### config.mk
export PLATFORM = sky130hd
export DESIGN_NAME = rom_bus_sequencer
export DESIGN_NICKNAME = d
export VERILOG_FILES = /design/src/rtl/rom_bus_seq_pkg.sv /design/src/rtl/rom_bus_sequencer_delay_counter.sv /design/src/rtl/rom_bus_sequencer.sv
export SDC_FILE = /design/constraint.sdc
export NUM_CORES = 1
export LEC_CHECK = 0
export ABC_AREA = 0
export CAP_MARGIN = 20
export CORE_ASPECT_RATIO = 0.75
export CORE_UTILIZATION = 44
export CTS_CLUSTER_SIZE = 16
export DETAILED_ROUTE_END_ITERATION = 16
export PLACE_DENSITY = 0.76
export REMOVE_ABC_BUFFERS = 1
export SYNTH_ARGS = -nofsm -noshare
export SYNTH_HDL_FRONTEND = slang
export SYNTH_SLANG_ARGS = --single-unit
export TNS_END_PERCENT = 20
### constraint.sdc
create_clock -name clk_i -period 1.8 [get_ports clk_i]
set_input_delay 0.27 -clock clk_i [delete_from_list [all_inputs] [get_ports clk_i]]
set_output_delay 0.27 -clock clk_i [all_outputs]
set_load 0.02 [all_outputs]
### src/rtl/rom_bus_seq_pkg.sv
`timescale 1ns/1ps
// rom_bus_seq_pkg
// Shared types and constants for the ROM-driven bus sequencer.
//   op_e      : 3-bit command opcode (values 4..6 are illegal)
//   state_e   : sequencer FSM states
//   cmd_t     : decoded command word {op, payload}
//   to_cmd()  : splits a raw 13-bit ROM word into a cmd_t
package rom_bus_seq_pkg;

    localparam int OP_MSB    = 12;
    localparam int OP_LSB    = 10;
    localparam int PAYLOAD_W = 10;
    localparam int CMD_W     = OP_MSB + 1;

    typedef enum logic [2:0] {
        OP_NOP = 3'd0,
        OP_WR  = 3'd1,
        OP_DLY = 3'd2,
        OP_JMP = 3'd3,
        OP_END = 3'd7
    } op_e;

    typedef enum logic [2:0] {
        S_IDLE,
        S_FETCH,
        S_WAIT_DATA,
        S_EXEC,
        S_BUS,
        S_DELAY,
        S_FINISH,
        S_FAULT
    } state_e;

    typedef struct packed {
        op_e                  op;
        logic [PAYLOAD_W-1:0] payload;
    } cmd_t;

    function automatic cmd_t to_cmd(input logic [CMD_W-1:0] word);
        cmd_t c;
        c.op      = op_e'(word[OP_MSB:OP_LSB]);
        c.payload = word[PAYLOAD_W-1:0];
        return c;
    endfunction

endpackage

### src/rtl/rom_bus_sequencer_delay_counter.sv
`timescale 1ns/1ps
// seq_delay_counter
// Load/decrement counter backing the DELAY state.
//   clk, rst : clock, asynchronous active-high reset
//   load     : load 'value' into the counter
//   dec      : decrement by one (saturates at zero)
//   value    : load value (DLY payload)
//   done     : high while the count is 1, i.e. in the last delay cycle
module seq_delay_counter
    import rom_bus_seq_pkg::*;
(
    input  logic                 clk,
    input  logic                 rst,
    input  logic                 load,
    input  logic                 dec,
    input  logic [PAYLOAD_W-1:0] value,
    output logic                 done
);

    logic [PAYLOAD_W-1:0] count_reg;

    always_ff @(posedge clk or posedge rst) begin
        if (rst) begin
            count_reg <= '0;
        end else if (load) begin
            count_reg <= value;
        end else if (dec && (count_reg != '0)) begin
            count_reg <= count_reg - 1'b1;
        end
    end

    // Exiting while the count reads 1 makes the DELAY state last exactly
    // 'value' cycles, since the load happens on the way into DELAY.
    assign done = (count_reg == PAYLOAD_W'(1));

endmodule

### src/rtl/rom_bus_sequencer.sv
`timescale 1ns/1ps
// rom_bus_sequencer
// Fetches commands from a 1-cycle registered command ROM starting at
// address 0 and executes them: bus write (valid/ready), delay, jump, NOP,
// end. Illegal opcodes, out-of-range jumps and running off the end of the
// ROM raise err_o.
//   clk_i, rst_i        : clock, asynchronous active-high reset
//   start_i             : start pulse, ignored while busy
//   busy_o/done_o/err_o : status; done_o/err_o are single-cycle pulses
//   rom_addr_o/rom_rden_o/rom_data_i : command ROM read port
//   bus_valid_o/bus_ready_i/bus_addr_o/bus_data_o : peripheral write bus
module rom_bus_sequencer
    import rom_bus_seq_pkg::*;
#(
    parameter int ROM_DEPTH  = 16,
    parameter int DATA_WIDTH = 13,
    parameter int BUS_ADDR_W = 2,
    parameter int BUS_DATA_W = 8
) (
    input  logic                  clk_i,
    input  logic                  rst_i,
    input  logic                  start_i,
    output logic                  busy_o,
    output logic                  done_o,
    output logic                  err_o,
    output logic [31:0]           rom_addr_o,
    output logic                  rom_rden_o,
    input  logic [DATA_WIDTH-1:0] rom_data_i,
    output logic                  bus_valid_o,
    input  logic                  bus_ready_i,
    output logic [BUS_ADDR_W-1:0] bus_addr_o,
    output logic [BUS_DATA_W-1:0] bus_data_o
);

    localparam int PCW = $clog2(ROM_DEPTH);
    localparam logic [PCW-1:0] PC_LAST = PCW'(ROM_DEPTH - 1);

    state_e                state_reg;
    logic [PCW-1:0]        pc_reg;
    cmd_t                  instr_reg;
    logic                  busy_reg;
    logic                  done_reg;
    logic                  err_reg;
    logic                  rden_reg;
    logic                  valid_reg;
    logic [BUS_ADDR_W-1:0] baddr_reg;
    logic [BUS_DATA_W-1:0] bdata_reg;

    logic advance;
    logic jmp_bad;
    logic dly_load;
    logic dly_dec;
    logic dly_done;

    seq_delay_counter u_delay (
        .clk   (clk_i),
        .rst   (rst_i),
        .load  (dly_load),
        .dec   (dly_dec),
        .value (instr_reg.payload),
        .done  (dly_done)
    );

    assign dly_load = (state_reg == S_EXEC) && (instr_reg.op == OP_DLY);
    assign dly_dec  = (state_reg == S_DELAY);
    assign jmp_bad  = ({{(32-PAYLOAD_W){1'b0}}, instr_reg.payload} >= 32'(ROM_DEPTH));

    // Every "move to the next command" exit funnels through one place so the
    // end-of-ROM check is applied uniformly (NOP, DLY 0, bus accept, delay end).
    always_comb begin
        advance = 1'b0;
        case (state_reg)
            S_EXEC:  advance = (instr_reg.op == OP_NOP) ||
                               ((instr_reg.op == OP_DLY) && (instr_reg.payload == '0));
            S_BUS:   advance = bus_ready_i;
            S_DELAY: advance = dly_done;
            default: advance = 1'b0;
        endcase
    end

    always_ff @(posedge clk_i or posedge rst_i) begin
        if (rst_i) begin
            state_reg <= S_IDLE;
            pc_reg    <= '0;
            instr_reg <= '0;
            busy_reg  <= 1'b0;
            done_reg  <= 1'b0;
            err_reg   <= 1'b0;
            rden_reg  <= 1'b0;
            valid_reg <= 1'b0;
            baddr_reg <= '0;
            bdata_reg <= '0;
        end else begin
            rden_reg <= 1'b0;
            done_reg <= 1'b0;
            err_reg  <= 1'b0;
            if (advance) begin
                valid_reg <= 1'b0;
                if (pc_reg == PC_LAST) begin
                    state_reg <= S_FAULT;
                    err_reg   <= 1'b1;
                    busy_reg  <= 1'b0;
                end else begin
                    pc_reg    <= pc_reg + 1'b1;
                    rden_reg  <= 1'b1;
                    state_reg <= S_FETCH;
                end
            end else begin
                case (state_reg)
                    S_IDLE: begin
                        if (start_i) begin
                            pc_reg    <= '0;
                            rden_reg  <= 1'b1;
                            busy_reg  <= 1'b1;
                            state_reg <= S_FETCH;
                        end
                    end
                    S_FETCH:     state_reg <= S_WAIT_DATA;
                    S_WAIT_DATA: begin
                        instr_reg <= to_cmd(rom_data_i);
                        state_reg <= S_EXEC;
                    end
                    S_EXEC: begin
                        case (instr_reg.op)
                            OP_NOP: state_reg <= S_EXEC;
                            OP_WR: begin
                                valid_reg <= 1'b1;
                                baddr_reg <= instr_reg.payload[PAYLOAD_W-1 -: BUS_ADDR_W];
                                bdata_reg <= instr_reg.payload[BUS_DATA_W-1:0];
                                state_reg <= S_BUS;
                            end
                            OP_DLY: state_reg <= S_DELAY;
                            OP_JMP: begin
                                if (jmp_bad) begin
                                    state_reg <= S_FAULT;
                                    err_reg   <= 1'b1;
                                    busy_reg  <= 1'b0;
                                end else begin
                                    pc_reg    <= instr_reg.payload[PCW-1:0];
                                    rden_reg  <= 1'b1;
                                    state_reg <= S_FETCH;
                                end
                            end
                            OP_END: begin
                                state_reg <= S_FINISH;
                                done_reg  <= 1'b1;
                                busy_reg  <= 1'b0;
                            end
                            default: begin
                                state_reg <= S_FAULT;
                                err_reg   <= 1'b1;
                                busy_reg  <= 1'b0;
                            end
                        endcase
                    end
                    S_BUS, S_DELAY:     state_reg <= state_reg;
                    S_FINISH, S_FAULT:  state_reg <= S_IDLE;
                    default:            state_reg <= S_IDLE;
                endcase
            end
        end
    end

    assign busy_o      = busy_reg;
    assign done_o      = done_reg;
    assign err_o       = err_reg;
    assign rom_rden_o  = rden_reg;
    assign rom_addr_o  = {{(32-PCW){1'b0}}, pc_reg};
    assign bus_valid_o = valid_reg;
    assign bus_addr_o  = baddr_reg;
    assign bus_data_o  = bdata_reg;

endmodule

==> run summary <==
CTS tree = yes
largest net degree at the start of global routing = 25
Num CTS Buffers = 5
fmax = 559 MHz
Setup CP Type = reg -> reg
R2R setup slack = 10 ps
sequential share of the synthesized area = 46.6%
Cell variety after synth = 47
vias in the first global route = 1802
min Tclk post-route = 1790 ps
Clock Pin Slew Worst Setup and Hold Paths = 80 ps
Synth Cell Area = 2420 sq um
clk_lat worst skew = 300 ps
post-synth top area share = 46.6%
wirelength, routed = 5300 microns
hpwl dp = 3950 microns
final hold slack = 328 ps
Slew Limit Fails = 0
count of final hold-check violations = 0
die height = 66.2 microns
Multi-input gate area = 1120 sq um
Post-synth ARST share = 100%
DRT iter0 DRCs = 162
H-tree Lvls = 2
FF-to-FF path depth = 6
chip width = 87.6 microns
final setup fails = 0
post-synth top area cell = dfrtp_1
Critical Path End Type = register
gr usage total = 20.2%
post-synthesis cell count = 235
Sink Count = 45
first-pass detailed-route iteration total = 4
Required @ worst endpoint = 1980 ps
Setup crit start kind = register
synth cell count leaders = dfrtp_1 (45), buf_4 (29), mux2_2 (22), nand2_1 (22), nand3_1 (15)
Hold-fix buffers, CTS = 0
Crit Reg-Reg Startpoint = state_reg[1]
routability cong. = 0.815
row count = 22
Die ar. = 5800 sq um
share of layout cells above drive strength 1 = 24.1%
RR Endpoint = state_reg[1]
clock skew = 7.66 ps
WL/cell = 14.3 microns
RSZ-0062 raised after global routing = yes
Lkg Pwr = 1.40 nW
VDD IR max = 0.822 mV
Syn Area/Cell = 10.3 sq um
post-CTS setup buffer count = 0
post-route ant nets = 0
post-route cell area = 3090 sq um
main flop type after synthesis = dfrtp_1
number of flops mapped to enable cells by yosys = 0
FF+latch area = 1130 sq um
Core Area = 5090 sq um
vias per cell = 5.15
layout net count = 319
Seq cells post-synth = 45
worst hold path type = in -> async
I/O pin total = 64
area growth from synthesis to layout = 27.6%
max reg flops = 13
Starting Density = 47.5%
n_diodes = 0
clk buf depth = 2
dominant cells by area after synthesis = dfrtp_1 (47%), mux2_2 (10%), buf_4 (9.0%), nand2_1 (3.4%), nand3_1 (3.1%)
port bufs = 35
fillers = 404
count leader, synth = dfrtp_1
global-route wire length before repair = 8880 microns
Slew headroom = 63.4%
Worst EP arrival = 1970 ps
Worst Path Max Fanout = 9
residual DRC count = 0
crit share post-route = 99.5%
number of antenna violations at the first check in global routing = 0
worst slew pin tran = 547 ps
final setup TNS = 0 ps
placed cell area = 2940 sq um
max_cap viols = 0
pwr dens = 1730 nW/um^2
GRT Residual Overflow = 0
total power draw = 5.34 mW
warnings from Yosys = 0
detailed-route via count = 1910
root buf cell = clkbuf_8
status = finished, final reports clean
## per-layer routing
layer / wire length [microns] / up-vias / track usage (%)
met2: 2460 / 81 / 30.7
met5: 0 / - / 0
met4: 30 / 0 / 4.92
li1: - / 898 / -
met1: 2500 / 927 / 29.9
met3: 307 / 4 / 3.62
## power breakdown
part           internal (mW)  switching [mW]
Combinational           1.35            1.35
Clock                  0.453           0.340
Sequential              1.48           0.371
Total                   3.29            2.06
## cell families (layout without fill, tap and decap cells)
group,after synthesis,count (layout),synth area share [%]
and+or+nand+nor,75,75,16.0
buffers and inverters,50,87,12.9
DFF,45,45,46.6
AOI/OAI and AO/OA,33,33,9.89
muxes,25,25,11.7
adders and majority gates,4,4,2.07
xor gates and xnor gates,2,2,0.725
other,1,28,0.155
## cells in the final DEF (no fill, tap or decap), types with 2 or more instances in the layout
master / Yosys / routed
dfrtp_1: 45 / 44
clkdlybuf4s50_1: 0 / 35
buf_4: 29 / 32
conb_1: 1 / 28
nand2_1: 22 / 22
mux2_2: 22 / 22
nand3_1: 15 / 15
nor2_1: 11 / 11
inv_1: 12 / 11
o21ai_0: 7 / 7
o211ai_1: 6 / 6
clkbuf_8: 0 / 6
nand4_1: 5 / 5
nor4_2: 1 / 4
a21oi_1: 4 / 4
ha_1: 4 / 4
nor3_1: 3 / 3
nand2b_1: 2 / 2
a31oi_1: 2 / 2
o211a_1: 2 / 2
nor3b_2: 0 / 2
mux2i_1: 2 / 2
a22oi_1: 2 / 2
## worst max-delay path by stage
| stage | startpoint | end | slack [ps] | cells after the start |
|---|---|---|---|---|
| after detailed placement | start_i | pc_reg[0] | -50 | 6 |
| after CTS | u_delay.count_reg[5] | pc_reg[2] | 2 | 7 |
| after floorplan | state_reg[2] | u_delay.count_reg[5] | -300 | 5 |
| final | state_reg[1] | state_reg[1] | 10 | 6 |
| after global routing | instr_reg[7] | busy_o | -50 | 6 |
| after global placement | instr_reg[4] | pc_reg[3] | -40 | 6 |
## critical path: stages, from the launching register on
cell	delay [ps]
dfrtp_2	460
and4bb_2	290
nand2b_1	110
o211a_1	230
buf_4	150
inv_1	90
o41ai_1	340
## layout make-up
| cell class | count | area share [%] |
|---|---|---|
| clock inverter | 1 | 0.973 |
| timing repair buffer | 67 | 19.1 |
| multi-input combinational | 167 | 36.2 |
| inverter | 12 | 1.46 |
| clock buffer | 7 | 2.80 |
| tap | 72 | 2.92 |
| sequential | 45 | 36.5 |
## metrics by stage
step	util, %	worst slack, ps	instances
detailed placement	57.7	-54.3	363
floorplan	-	-305	224
CTS	60.4	1.87	371
global placement	57.7	-36.8	363
global route	60.6	-51.4	371
finish	60.6	9.73	371
## timing repair
| item | in CTS | in global routing |
|---|---|---|
| pin swaps | 1 | 4 |
| resized for setup | 4 | 3 |
| endpoints found under the setup margin | 8 | 15 |
Power figures use the tool's default switching activity.
